**config.mk**
```make
export PLATFORM = sky130hd
export DESIGN_NAME = voq_buffer
export DESIGN_NICKNAME = d
export VERILOG_FILES = /design/src/rtl/voq_buffer.sv
export SDC_FILE = /design/constraint.sdc
export NUM_CORES = 1
export LEC_CHECK = 0
export CORE_AREA = 2 2 173 345
export CTS_CLUSTER_DIAMETER = 200
export DETAILED_ROUTE_END_ITERATION = 12
export DIE_AREA = 0 0 175 347
export PLACE_DENSITY = 0.55
export REMOVE_ABC_BUFFERS = 1
export SLEW_MARGIN = 0
export SYNTH_ARGS = -nofsm -noshare
export SYNTH_HDL_FRONTEND = slang
export SYNTH_SLANG_ARGS = --single-unit
export TNS_END_PERCENT = 100
```
**constraint.sdc**
```tcl
create_clock -name clk -period 6.4 [get_ports clk]
set_input_delay 0.96 -clock clk [delete_from_list [all_inputs] [get_ports clk]]
set_output_delay 0.96 -clock clk [all_outputs]
set_load 0.02 [all_outputs]
```
**src/rtl/voq_buffer.sv**
```systemverilog
// Input-port buffer for a crossbar switch: one circular FIFO (VOQ) per output port.
// Pushes are steered by in_dest; pops are driven by the scheduler grant and registered toward the crossbar.
module voq_buffer #(
  parameter int unsigned NUMBER_PORTS = 4,
  parameter int unsigned DATA_WIDTH   = 32,
  parameter int unsigned QUEUE_DEPTH  = 4,
  localparam int unsigned DW = (NUMBER_PORTS > 1) ? $clog2(NUMBER_PORTS) : 1
) (
  input  logic                    clk,
  input  logic                    reset,
  input  logic                    in_valid,
  output logic                    in_ready,
  input  logic [DATA_WIDTH-1:0]   in_data,
  input  logic [DW-1:0]           in_dest,
  output logic [NUMBER_PORTS-1:0] request,
  input  logic                    grant_valid,
  input  logic [DW-1:0]           grant_dest,
  output logic                    out_valid,
  output logic [DATA_WIDTH-1:0]   out_data,
  output logic [DW-1:0]           out_dest
);

  localparam int unsigned AW         = $clog2(QUEUE_DEPTH);
  localparam int unsigned CW         = AW + 1;
  localparam bit          FULL_RANGE = (NUMBER_PORTS == (1 << DW));

  logic [DATA_WIDTH-1:0]   mem   [NUMBER_PORTS][QUEUE_DEPTH];
  logic [AW-1:0]           wptr  [NUMBER_PORTS];
  logic [AW-1:0]           rptr  [NUMBER_PORTS];
  logic [CW-1:0]           count [NUMBER_PORTS];

  logic                    in_range;
  logic                    grant_range;
  logic [DW-1:0]           in_idx;
  logic [DW-1:0]           grant_idx;
  logic                    push;
  logic                    pop;
  logic [NUMBER_PORTS-1:0] push_vec;
  logic [NUMBER_PORTS-1:0] pop_vec;

  // Destinations beyond NUMBER_PORTS only exist when the port count is not a power of two.
  generate
    if (FULL_RANGE) begin : g_full_range
      assign in_range    = 1'b1;
      assign grant_range = 1'b1;
    end else begin : g_part_range
      assign in_range    = (32'(in_dest) < NUMBER_PORTS);
      assign grant_range = (32'(grant_dest) < NUMBER_PORTS);
    end
  endgenerate

  assign in_idx    = in_range ? in_dest : '0;
  assign grant_idx = grant_range ? grant_dest : '0;

  // Acceptance looks only at registered occupancy, so a full VOQ never pops through.
  assign in_ready = in_range && (count[in_idx] != CW'(QUEUE_DEPTH));
  assign push     = in_valid && in_ready;
  assign pop      = grant_valid && grant_range && (count[grant_idx] != '0);

  always_comb begin
    push_vec = '0;
    pop_vec  = '0;
    request  = '0;
    if (push) push_vec[in_idx] = 1'b1;
    if (pop) pop_vec[grant_idx] = 1'b1;
    for (int k = 0; k < int'(NUMBER_PORTS); k++) begin
      request[k] = (count[k] != '0);
    end
  end

  // Per-VOQ pointer and occupancy bookkeeping.
  always_ff @(posedge clk) begin
    if (reset) begin
      for (int k = 0; k < int'(NUMBER_PORTS); k++) begin
        wptr[k]  <= '0;
        rptr[k]  <= '0;
        count[k] <= '0;
      end
    end else begin
      for (int k = 0; k < int'(NUMBER_PORTS); k++) begin
        if (push_vec[k]) wptr[k] <= wptr[k] + AW'(1);
        if (pop_vec[k]) rptr[k] <= rptr[k] + AW'(1);
        case ({push_vec[k], pop_vec[k]})
          2'b10:   count[k] <= count[k] + CW'(1);
          2'b01:   count[k] <= count[k] - CW'(1);
          default: count[k] <= count[k];
        endcase
      end
    end
  end

  // Cell storage carries no reset; validity is tracked by the pointers.
  always_ff @(posedge clk) begin
    if (push) mem[in_idx][wptr[in_idx]] <= in_data;
  end

  // Registered dequeue port; data and destination hold between pops.
  always_ff @(posedge clk) begin
    if (reset) begin
      out_valid <= 1'b0;
      out_data  <= '0;
      out_dest  <= '0;
    end else begin
      out_valid <= pop;
      if (pop) begin
        out_data <= mem[grant_idx][rptr[grant_idx]];
        out_dest <= grant_dest;
      end
    end
  end

endmodule

```
**After elaboration in Yosys (flattened, before gate mapping)**

Memory sizes are Yosys's and may differ from the RTL's.
Index checks and enable logic that the tools add are counted.

- Register bits: 35
- Bits in writable memories: 540
- Input bits: 40
- Output and inout bits: 40
- Logic and storage cells: 170
- Memories kept: 4

Memory list:

| name | words | bits a word | rd ports | clocked after memory_dff | wr ports | RTL line | text |
|---|---|---|---|---|---|---|---|
| mem | 4 | 128 | 1 | 0 | 1 | 27 | `logic [DATA_WIDTH-1:0] mem [NUMBER_PORTS][QUEUE_DEPTH];` |
| count | 4 | 3 | 6 | 0 | 4 | 30 | `logic [CW-1:0] count [NUMBER_PORTS];` |
| rptr | 4 | 2 | 5 | 0 | 4 | 29 | `logic [AW-1:0] rptr [NUMBER_PORTS];` |
| wptr | 4 | 2 | 5 | 0 | 4 | 28 | `logic [AW-1:0] wptr [NUMBER_PORTS];` |

- Add/sub/neg operators: 16
- Order comparisons: 7
- Equality and inequality tests: 9
- Multiplexer cells: 95
- Bitwise logic cells: 22
- Reduce and logical (&&, ||, !) cells: 14

Operators by type and width:

| cell | count |
|---|---|
| 128-bit two-way mux | 1 |
| 32-bit two-way mux | 3 |
| 1-bit two-way mux | 65 |
| 32-bit binary-select mux with 2-bit select | 1 |
| 32-bit demux with 2-bit select | 1 |
| 3-bit two-way mux | 12 |
| 1-bit OR | 20 |
| 2-bit by 1-bit adder with 2-bit output (second input constant) | 8 |
| 2-bit two-way mux | 8 |
| 3-bit nonzero test | 5 |
| 3-bit by 1-bit adder with 3-bit output (second input constant) | 4 |
| 3-bit by 1-bit subtractor with 3-bit output (second input constant) | 4 |
| 2-bit by 1-bit == test with 1-bit output (second input constant) | 4 |
| 2-bit == test (second input constant) | 4 |
| 4-bit two-way mux | 2 |
| 2-bit OR reduction | 4 |
| 3-bit greater-or-equal comparator (second input constant) | 2 |
| 2-bit by 3-bit < comparator with 1-bit output (second input constant) | 2 |
| 2-bit inverter with 3-bit output | 2 |
| 1-bit logical AND | 5 |
| 1-bit demux with 2-bit select | 2 |
| 2-bit by 1-bit greater-or-equal comparator with 1-bit output (second input constant) | 2 |
| 3-bit by 1-bit < comparator with 1-bit output (second input constant) | 1 |
| 3-bit inequality test (second input constant) | 1 |

**Longest topological paths before layout**

- Depth after elaboration: 12
- Depth in mapped cells: 13
- Gate-level depth less buffers: 12

**Worst setup path after synthesis**

OpenSTA, ideal clock, no wires.

- Path kind: input to register
- Start point: input in_dest[1]
- End point: memory mem[0][100] (netlist bit), enable pin
- Setup time: 502 ps
- Arrival: 4837 ps
- Required time: 5898 ps
- Setup slack: 1061 ps
- Stages on the path: 3
- Buffers on the path: 0
- Cells stage by stage: mux4_2 nand3b_1 nor4_1

- Word-level cells in the longest chain between the ends: 7
- Elaborated cells on any way between the ends: 12
- Classes of those cells: order compare: 2; eq/ne: 1; mux: 4; bitwise: 1; reduce/logical: 2; memory: 2

Ends and longest elaborated chain:

| element | RTL line | text |
|---|---|---|
| start, declared | 14 | `input logic [DW-1:0] in_dest,` |
| memory read 4 x 2 bit | n/a |  |
| 2-bit inverter with 3-bit output (not written as such) | 94 | `if (push) mem[in_idx][wptr[in_idx]] <= in_data;` |
| 3-bit greater-or-equal comparator (not written as such) / 3-bit by 1-bit < comparator with 1-bit output (equally long branches) | 94 |  |
| 1-bit logical AND (not written as such) | 94 |  |
| 32-bit two-way mux (not written as such) | 94 |  |
| 32-bit demux with 2-bit select | 94 |  |
| 128-bit two-way mux (not written as such) | 94 |  |
| end, declared | 27 |  |

Several ways; a longest one is shown, not always the timed one.

**Final worst setup path**

- Start point: input in_dest[0]
- End point: output in_ready

- Word-level cells in the longest chain between the ends: 2

Ends and longest elaborated chain:

| element | RTL line | text |
|---|---|---|
| memory read 4 x 3 bit | n/a |  |
| 3-bit inequality test | 56 | `assign in_ready = in_range && (count[in_idx] != CW'(QUEUE_DEPTH));` |
| end, declared | 12 | `output logic in_ready,` |

No other way between the ends.

==> impl_metrics.toml <==
[yosys]
synth-edff-count = 540
ys_ff_latch = 575
synth.area.mux_share_pct = 16.4
synth_xor_area_share_pct = 0.428
synth_adder_area_share_pct = 0.879
synth_area_leaders = "edfxtp_1 (72%), mux4_2 (13%), dfxtp_1 (3.1%), mux2i_1 (3.0%), a32o_1 (1.4%)"
synth.largest_area_cell = "edfxtp_1"
synth_common_cells = "edfxtp_1 (540), mux4_2 (133), nand2_1 (80), mux2i_1 (68), nor3_1 (38)"
synth_compound_area_share_pct = 1.87
synthArstFlopShare_pct = 0
synth_flop_cell = "edfxtp_1"
syn-instance-count = 1098
synth_most_common_cell = "edfxtp_1"
yosysUniqueCellTypes = 36
yosysWarnings = 0
seq_area_frac_synth_pct = 75.2
synth_top_area_share_pct = 72.1
syn_avg_cell_area_um2 = 20.5
synth-simple-area-share_pct = 3.47
netlist_area_um2 = 22500
synth_top_family_by_area = "multiplexers"

[placed_design]
dpl_cell_area_um2 = 24200
port_buffers = 79
place_hpwl_mm = 28.3
place_congestion = 0.749

[clock_network]
htree_levels = 2
clk_path_buf_depth = 3
path_clk_slew_ns = 0.07
clkLatencyLatePin_ns = 0.60
post_cts_buffers = 0
cts_hold_buf = 0
cts_tree = "yes"
cts-resized-gates = 0
cts-buffers-inserted = 51
clock-sinks = 575
root_buffer = "clkbuf_16"

[power]
p_switching_uw = 1780
powerDensity_nw_per_um2 = 309
sw_frac_of_total_pct = 22.2
max-vdd-ir-drop_v = 0.000216
p_comb_share_pct = 7.7
finalPower_uw = 8020
intPower_uw = 6240
seq_power_share_pct = 52.9
p_leak_uw = 0.00823
p_clk_share_pct = 39.4

[global_route]
grt_use_total_pct = 17.0
use_met1_pct = 18.9
grt_overflow = 0
grt_antenna_before_repair = 1
grt_pass1_vias = 11700
grt_pass1_wl_mm = 75.4
grt_max_degree = 78
met3_usage_pct = 2.37
grt.busiest_layer = "met2"
grtUsageMet2_pct = 32.9

[worst_setup_path]
path_delay_family = "buffers and inverters"
cp_max_fo = 12
path_class = "in -> out"
worst_ep_required_time_ns = 5.44
cp_slowest_cell = "clkdlybuf4s50_1"
start_kind = "input port"
worstPathCellList = "clkdlybuf4s50_1 > mux4_2 > clkdlybuf4s50_1"
crit_buf_inv = 2
slowest_delay_ns = 0.75
end_kind = "output port"
critPathMostFrequentCell = "clkdlybuf4s50_1"
cp.arrival_ns = 2.96

[sta]
period_share_pct = 61.2
drv_slew = 0
report.final.hold_viol_count = 0
fin_crit_ns = 3.92
worstMarginPinSlew_ns = 1.19
fmax_mhz = 255
setup_viol = 0
relSlewSlack_pct = 20.4
setup_tns_ns = 0
skew_ns = 0.0248
rsz0062_at_grt = "false"

[die]
start_util_pct = 38.8
row_count = 125
die_w_um = 175
dieHeight_um = 347
ios = 80
core_um2 = 58000
dieArea_um2 = 60700

[route]
wl_per_cell_um = 25.4
vias = 10700
ant_nets = 0
viasPerCell = 5.35
wl_mm = 50.8
drtIter0Drc = 780
drc_errors = 0
dr.pass1.iters = 5

[finish]
final_nets = 1248
drive_above_1_share_pct = 21.3
design_area_um2 = 25900
n_antenna_cell = 0
area_growth_pct = 15.3

[outcome]
status = "finished, final reports clean"

[min_path]
hold_class = "reg -> reg"

[flow_run]
maxCapViolCount = 0
state kept, by name, indices dropped and copies added, names as in the netlist:
signal / cells
mem: 512
out_data: 32
count: 12
rptr: 8
wptr: 8
out_dest: 2
out_valid: 1
cells in the final DEF, fill, tap and decap left out, types with 3 or more instances in the layout:
master	n
bufinv_16	6
edfxtp_1	540
clkdlybuf4s50_1	77
xnor2_1	8
mux2i_1	67
clkbuf_1	8
clkbuf_16	52
nor3_1	32
clkinv_1	3
nand3_1	7
a21oi_1	6
clkinv_2	15
mux4_2	132
dfxtp_1	35
nor2b_1	4
or3b_2	3
buf_4	19
nand2b_1	5
nor2_1	12
inv_6	3
a32o_1	32
ha_1	11
inv_1	21
nor2_4	8
nor3_2	6
o21ai_0	6
clkinvlp_4	4
or3_1	5
xor2_1	3
nand2_1	80
fa_1	3
clkbuf_8	3
through the flow:
stage / hold slack (ns) / cells / utilization (%) / setup WS (ns)
after global routing: 0.489 / 1999 / 44.7 / 2.44
after detailed placement: 0.454 / 1903 / 41.7 / 1.95
after floorplan: 0.547 / 1042 / - / 1.06
after global placement: 0.455 / 1903 / 41.7 / 2.08
after CTS: 0.470 / 1999 / 44.7 / 2.48
final: 0.467 / 1999 / 44.7 / 2.48
worst paths after layout:
path	start	end	slack (ns)	cells after the start
setup reg to reg	count[3][0]	count[2][2]	3.19	10
hold reg to reg	out_data[4]	out_data[4]	0.47	1
setup / recovery	in_dest[0]	in_ready	2.48	3
hold / removal	out_data[4]	out_data[4]	0.47	1
power by group through the flow:
stage                     clock network [uW]  registers (uW)  logic [uW]
final                                   3160            4240         617
after floorplan                            0            4350         294
after detailed placement                   0            4330         631
after global placement                     0            4320         624
after CTS                               3230            4240         633
after global routing                    3360            4250         665
routing by layer:
| layer | part of all wire (%) | wire length (um) |
|---|---|---|
| met5 | 0.032 | 16 |
| met3 | 3.5 | 1760 |
| met4 | 2.4 | 1230 |
| met2 | 58 | 29200 |
| met1 | 36 | 18500 |
cell type report:
type,instances,area (um2)
fillers,4895,32100
flip-flops and latches,575,16900
multi-input cells,445,5300
clock buffers,63,1370
repair buffers,99,960
well taps,762,953
clock inverters,33,348
inverters,22,87.6
kinds of logic (layout without fill, tap and decap cells):
| kind of cell | Yosys count | in the layout |
|---|---|---|
| buffers and inverters | 78 | 217 |
| XOR/XNOR | 11 | 11 |
| AO/OA/AOI/OAI | 48 | 48 |
| multiplexers | 202 | 202 |
| adder cells (fa/ha/maj) | 14 | 14 |
| AND/OR/NAND/NOR | 170 | 170 |
| flip-flops | 575 | 575 |
(Power assumes the default switching activity.)
